--- config.mk ---
export PLATFORM = sky130hd
export DESIGN_NAME = mem_load_dump_ctrl
export DESIGN_NICKNAME = d
export VERILOG_FILES = /design/src/rtl/mem_load_dump_ctrl.sv
export SDC_FILE = /design/constraint.sdc
export NUM_CORES = 1
export LEC_CHECK = 0
export ABC_AREA = 1
export CORE_UTILIZATION = 40
export DETAILED_ROUTE_END_ITERATION = 10
export PLACE_DENSITY = 0.74
export SYNTH_ARGS = -nofsm -noshare
export SYNTH_HDL_FRONTEND = slang
export SYNTH_SLANG_ARGS = --single-unit
export TNS_END_PERCENT = 5
--- constraint.sdc ---
create_clock -name i_clk -period 1.6 [get_ports i_clk]
set_input_delay 0.16 -clock i_clk [delete_from_list [all_inputs] [get_ports i_clk]]
set_output_delay 0.16 -clock i_clk [all_outputs]
set_load 0.02 [all_outputs]
--- src/rtl/mem_load_dump_ctrl.sv ---
// Load/run/dump harness: streams a byte image into IM then DM with the CPU held in reset, runs the CPU, then dumps GPRs and DM as bytes.
// Latency: load writes land in the same cycle as the accepted byte; an RF dump byte is registered one cycle after its slot frees; a DM dump byte takes at most two cycles (one read bubble).
// Backpressure: in_ready is high only while loading; the dump holds out_data/out_valid stable until out_ready and stops fetching while the slot is occupied.
module mem_load_dump_ctrl #(
  parameter int IM_SIZE    = 1024,
  parameter int DM_SIZE    = 1024,
  parameter int GPR_SIZE   = 32,
  parameter int XLEN       = 32,
  parameter int RUN_CYCLES = 100
) (
  input  logic                        i_clk,
  input  logic                        i_rst,
  input  logic                        i_start,
  input  logic                        i_in_valid,
  input  logic [7:0]                  i_in_data,
  output logic                        o_in_ready,
  output logic                        o_im_we,
  output logic [$clog2(IM_SIZE)-1:0]  o_im_addr,
  output logic [7:0]                  o_im_wdata,
  output logic                        o_dm_we,
  output logic [$clog2(DM_SIZE)-1:0]  o_dm_addr,
  output logic [7:0]                  o_dm_wdata,
  input  logic [7:0]                  i_dm_rdata,
  output logic [$clog2(GPR_SIZE)-1:0] o_rf_addr,
  input  logic [XLEN-1:0]             i_rf_rdata,
  output logic                        o_cpu_rst_n,
  output logic                        o_cpu_stall,
  input  logic                        i_cpu_halt,
  output logic                        o_out_valid,
  output logic [7:0]                  o_out_data,
  input  logic                        i_out_ready,
  output logic                        o_busy,
  output logic                        o_done,
  output logic                        o_timeout
);

  localparam int IAW      = $clog2(IM_SIZE);
  localparam int DAW      = $clog2(DM_SIZE);
  localparam int RAW      = $clog2(GPR_SIZE);
  localparam int BPR      = XLEN / 8;
  localparam int RF_BYTES = GPR_SIZE * BPR;
  localparam int MAX_A    = (IM_SIZE > DM_SIZE) ? IM_SIZE : DM_SIZE;
  localparam int MAX_B    = (RF_BYTES > RUN_CYCLES) ? RF_BYTES : RUN_CYCLES;
  localparam int MAXC     = (MAX_A > MAX_B) ? MAX_A : MAX_B;
  localparam int CW       = $clog2(MAXC + 1);
  localparam int BSW      = (BPR > 1) ? $clog2(BPR) : 1;

  typedef enum logic [2:0] {
    S_IDLE, S_LOAD_IM, S_LOAD_DM, S_RUN, S_DUMP_RF, S_DUMP_DM, S_DONE
  } state_t;

  state_t           r_state;
  logic [CW-1:0]    r_cnt;
  logic [RAW-1:0]   r_rf_addr;
  logic [BSW-1:0]   r_bsel;
  logic [DAW-1:0]   r_dm_raddr;
  logic             r_rd_vld;
  logic             r_in_ready;
  logic             r_cpu_rst_n;
  logic             r_cpu_stall;
  logic             r_busy;
  logic             r_done;
  logic             r_timeout;
  logic             r_out_valid;
  logic [7:0]       r_out_data;

  logic             w_load_fire;
  logic             w_slot_free;
  logic [7:0]       w_rf_byte;

  assign w_load_fire = i_in_valid & r_in_ready;
  assign w_slot_free = ~r_out_valid | i_out_ready;

  // Load writes are driven straight from the accepted byte so they land in the same cycle.
  assign o_im_we     = w_load_fire & (r_state == S_LOAD_IM);
  assign o_im_addr   = r_cnt[IAW-1:0];
  assign o_im_wdata  = i_in_data;
  assign o_dm_we     = w_load_fire & (r_state == S_LOAD_DM);
  assign o_dm_addr   = (r_state == S_LOAD_DM) ? r_cnt[DAW-1:0] : r_dm_raddr;
  assign o_dm_wdata  = i_in_data;
  assign o_rf_addr   = r_rf_addr;
  assign o_in_ready  = r_in_ready;
  assign o_cpu_rst_n = r_cpu_rst_n;
  assign o_cpu_stall = r_cpu_stall;
  assign o_out_valid = r_out_valid;
  assign o_out_data  = r_out_data;
  assign o_busy      = r_busy;
  assign o_done      = r_done;
  assign o_timeout   = r_timeout;

  // Select the little-endian byte of the current register being dumped.
  always_comb begin
    w_rf_byte = '0;
    for (int b = 0; b < BPR; b++) begin
      if (r_bsel == BSW'(b)) w_rf_byte = i_rf_rdata[b*8 +: 8];
    end
  end

  // Sequencer: load -> run -> dump, with all control outputs registered alongside the state.
  always_ff @(posedge i_clk) begin
    if (i_rst) begin
      r_state     <= S_IDLE;
      r_cnt       <= '0;
      r_rf_addr   <= '0;
      r_bsel      <= '0;
      r_dm_raddr  <= '0;
      r_rd_vld    <= 1'b0;
      r_in_ready  <= 1'b0;
      r_cpu_rst_n <= 1'b0;
      r_cpu_stall <= 1'b1;
      r_busy      <= 1'b0;
      r_done      <= 1'b0;
      r_timeout   <= 1'b0;
      r_out_valid <= 1'b0;
      r_out_data  <= '0;
    end else begin
      // A completed transfer frees the output slot unless a new byte is loaded below.
      if (r_out_valid && i_out_ready) r_out_valid <= 1'b0;

      case (r_state)
        S_IDLE, S_DONE: begin
          if (i_start) begin
            r_state     <= S_LOAD_IM;
            r_cnt       <= '0;
            r_timeout   <= 1'b0;
            r_in_ready  <= 1'b1;
            r_busy      <= 1'b1;
            r_done      <= 1'b0;
            r_cpu_rst_n <= 1'b0;
            r_cpu_stall <= 1'b1;
          end
        end

        S_LOAD_IM: begin
          if (w_load_fire) begin
            if (r_cnt == CW'(IM_SIZE - 1)) begin
              r_state <= S_LOAD_DM;
              r_cnt   <= '0;
            end else begin
              r_cnt <= r_cnt + 1'b1;
            end
          end
        end

        S_LOAD_DM: begin
          if (w_load_fire) begin
            if (r_cnt == CW'(DM_SIZE - 1)) begin
              r_state     <= S_RUN;
              r_cnt       <= '0;
              r_in_ready  <= 1'b0;
              r_cpu_rst_n <= 1'b1;
              r_cpu_stall <= 1'b0;
            end else begin
              r_cnt <= r_cnt + 1'b1;
            end
          end
        end

        S_RUN: begin
          // Halt takes priority over budget expiry in the same cycle.
          if (i_cpu_halt || (r_cnt == CW'(RUN_CYCLES - 1))) begin
            r_state     <= S_DUMP_RF;
            r_timeout   <= ~i_cpu_halt;
            r_cpu_stall <= 1'b1;
            r_cnt       <= '0;
            r_rf_addr   <= '0;
            r_bsel      <= '0;
          end else begin
            r_cnt <= r_cnt + 1'b1;
          end
        end

        S_DUMP_RF: begin
          if (w_slot_free) begin
            r_out_valid <= 1'b1;
            r_out_data  <= w_rf_byte;
            if (r_bsel == BSW'(BPR - 1)) begin
              r_bsel    <= '0;
              r_rf_addr <= r_rf_addr + 1'b1;
            end else begin
              r_bsel <= r_bsel + 1'b1;
            end
            if (r_cnt == CW'(RF_BYTES - 1)) begin
              r_state    <= S_DUMP_DM;
              r_cnt      <= '0;
              r_dm_raddr <= '0;
              r_rd_vld   <= 1'b0;
            end else begin
              r_cnt <= r_cnt + 1'b1;
            end
          end
        end

        S_DUMP_DM: begin
          if (r_cnt == CW'(DM_SIZE)) begin
            // All bytes fetched; finish once the last one has left the slot.
            if (w_slot_free) begin
              r_state <= S_DONE;
              r_done  <= 1'b1;
              r_busy  <= 1'b0;
            end
          end else if (r_rd_vld && w_slot_free) begin
            r_out_valid <= 1'b1;
            r_out_data  <= i_dm_rdata;
            r_cnt       <= r_cnt + 1'b1;
            r_dm_raddr  <= r_dm_raddr + 1'b1;
            r_rd_vld    <= 1'b0;
          end else begin
            // Address has been stable for a cycle, so read data matches it.
            r_rd_vld <= 1'b1;
          end
        end

        default: r_state <= S_IDLE;
      endcase
    end
  end

endmodule

==> out/results.ini <==
[logic_synthesis]
synth.cell_area_um2 = 3324
syn_inst = 528
syn_area_per_cell_um2 = 6.296
syn-num-nets = 590
ys_seq_area_share_pct = 28.30
postSynthRegisterBits = 47
synth_cell_types = 34
synth_flop_cell = dfxtp_1
yosys.area.top_type_share_pct = 28.30
async_flop_share_pct = 0
synth.most_common_cell = nand2_1
yosysWarnings = 0
ys_top_cells_by_area = dfxtp_1, nand2_1, nor2_1, a21oi_1, inv_1
synth_common_cells = nand2_1, nor2_1, inv_1, dfxtp_1, a21oi_1
synth-edff-count = 0
synth_top_area_cell = dfxtp_1

[timing]
setup_viol = 28
post-route-period-util_pct = 105.8
holdWs_ns = 0.3200
fin_skew_ns = 0.008948
tns_ns = -1.018
post-route-min-period_ns = 1.692
worst_slack_ns = -0.09205
maxSlewViolCount = 0
tightestPinTransition_ns = 0.2958
rsz0062_at_grt = yes
finalHoldViolations = 0
max_freq_mhz = 591.0
slew-limit-headroom_pct = 80.13

[route]
ant_nets = 0
drc_errors = 0
avgRoutedWirePerCell_um = 13.57
routed_wl_um = 10390
drt_iter0_markers = 217
viasPerCell = 5.090
first_pass_iters = 4
vias = 3899

[placed_design]
io_buffer_count = 87
gp_congestion = 0.8834
pre_cts_slack_ns = -0.1931
dpl.hpwl_um = 7801

[grt]
grt_pass1_wl_um = 16750
grt_antenna_before_repair = 0
gr-total-overflow = 0
grt_pass1_vias = 3798
grt_usage_pct = 23.92
grt_max_degree = 18

[floorplan]
die_x_um = 93.17
die_y_um = 93.17
core_um2 = 7888
num_rows = 32
num_io_pins = 112
die_area_um2 = 8680
start_util_pct = 42.15

[cells_and_area]
area.growth.synth_to_final_pct = 50.51
finalNetCount = 725
drive_above_1_share_pct = 27.56
fin_util_pct = 63.44
insertedDiodeCount = 0
fillers = 697

[worst_setup_path]
end_kind = output pin
path_class = reg2out
cp.required_ns = 1.44
crit_path_max_fanout = 8
critPathLaunchType = flop
crit_arrival_ns = 1.53

[cts]
clock_path_buffers = 2
cts-hold-fix-buffers = 0
clock-sinks = 47
cts_buffers = 5
clkTransAtPathRegs_ns = 0.10
insertion_delay_ns = 0.31
root_buffer = clkbuf_8
cts_tree = yes
htreeDepth = 2

[pwr]
internal_power_mw = 3.302
ir_drop_uv = 554.3
leakage_nw = 2.285
power_frac_comb_pct = 58.2
p_sw_mw = 2.490
clkPwrFrac_pct = 15.8
seq_power_share_pct = 26.0
power_mw = 5.791
powerDensity_nw_per_um2 = 1157
switching_share_pct = 42.99

[job]
max-cap-violations = 0

[run_status]
violations = negative setup slack
status = complete, but fails checks

[hold_path]
hold_class = in2out

[metal layers]
layer,track usage [%],vias to the layer above,part of all wire (%)
met5,0,-,0
met4,10.00,0,2.3
met3,5.203,21,7.7
met2,43.81,152,48
met1,26.50,1773,42
li1,-,1953,-
[power by group through the flow]
stage	sequential [mW]	combinational, mW	clock (mW)
after global routing	1.52	3.68	0.984
after CTS	1.49	3.23	0.924
after floorplan	1.64	1.69	0
final	1.50	3.37	0.915
after detailed placement	1.49	2.86	0
after global placement	1.48	2.81	0
[cells in the final DEF, fill, tap and decap left out, types with 11 or more instances in the layout]
cell and n:
nand4_1 11, clkdlybuf4s50_1 69, nand2_2 11, nor2_2 13
a21oi_1 40, buf_4 75, dfxtp_1 43, o21ai_0 26
nand2_1 122, nor2_1 52, inv_1 45, nand3_1 24
[state kept, by name, indices dropped and copies added (netlist names)]
register / cells
o_out_data: 8
r_bsel: 2
o_rf_addr: 5
o_in_ready: 1
o_busy: 1
r_rd_vld: 1
o_timeout: 1
o_out_valid: 1
r_cnt: 11
o_cpu_rst_n: 1
o_done: 1
r_dm_raddr: 10
o_cpu_stall: 1
r_state: 3
[path summary, 6_finish.rpt]
check	start	endpoint	slack, ns	cells after the start
max reg2reg	r_cnt[1]$_SDFFE_PP0P_	r_cnt[3]$_SDFFE_PP0P_	-0.06	12
min	i_in_data[3]	o_dm_wdata[3]	0.32	0
min reg2reg	o_busy$_SDFFE_PP0P_	o_busy$_SDFFE_PP0P_	0.45	2
max	r_state[0]$_SDFFE_PP0P_	o_dm_addr[7]	-0.09	6
[cell type report]
cell class	instances	area, um2	area share, %
inverter	61	245.2	4.901
sequential	47	948.4	18.95
multi-input combinational	382	2110	42.16
clock buffer	5	68.82	1.375
tap	102	127.6	2.551
clock inverter	3	46.29	0.9252
timing repair buffer	166	1458	29.13
[cell families (layout without fill, tap and decap cells)]
family / after synthesis / count (layout) / synth area share [%]
compound gates: 102 / 102 / 16.64
xor+xnor: 6 / 6 / 1.581
fa+ha+maj: 8 / 8 / 3.011
buf+inv: 101 / 235 / 15.36
flops: 47 / 47 / 28.30
simple gates: 264 / 266 / 35.11
[what timing repair did]
action                                  CTS  global route
gates resized for setup                  86            51
endpoints found under the setup margin   56            55
pin swaps                                14            12
buffers inserted                         10             0
cloned                                    2             0
[metrics by stage]
step,std cells,area (um2)
final,766,5004
after global placement,746,4577
after detailed placement,746,4577
after floorplan,528,3327
after global routing,766,5004
after CTS,766,4885
[critical path: stages, from the launching register on]
cell and delay (ns):
dfxtp_1 0.34, inv_2 0.12, nand3_4 0.13, buf_4 0.17
nand2_1 0.05, o21ai_0 0.11, clkdlybuf4s15_1 0.31
Power figures use the tool's default switching activity.
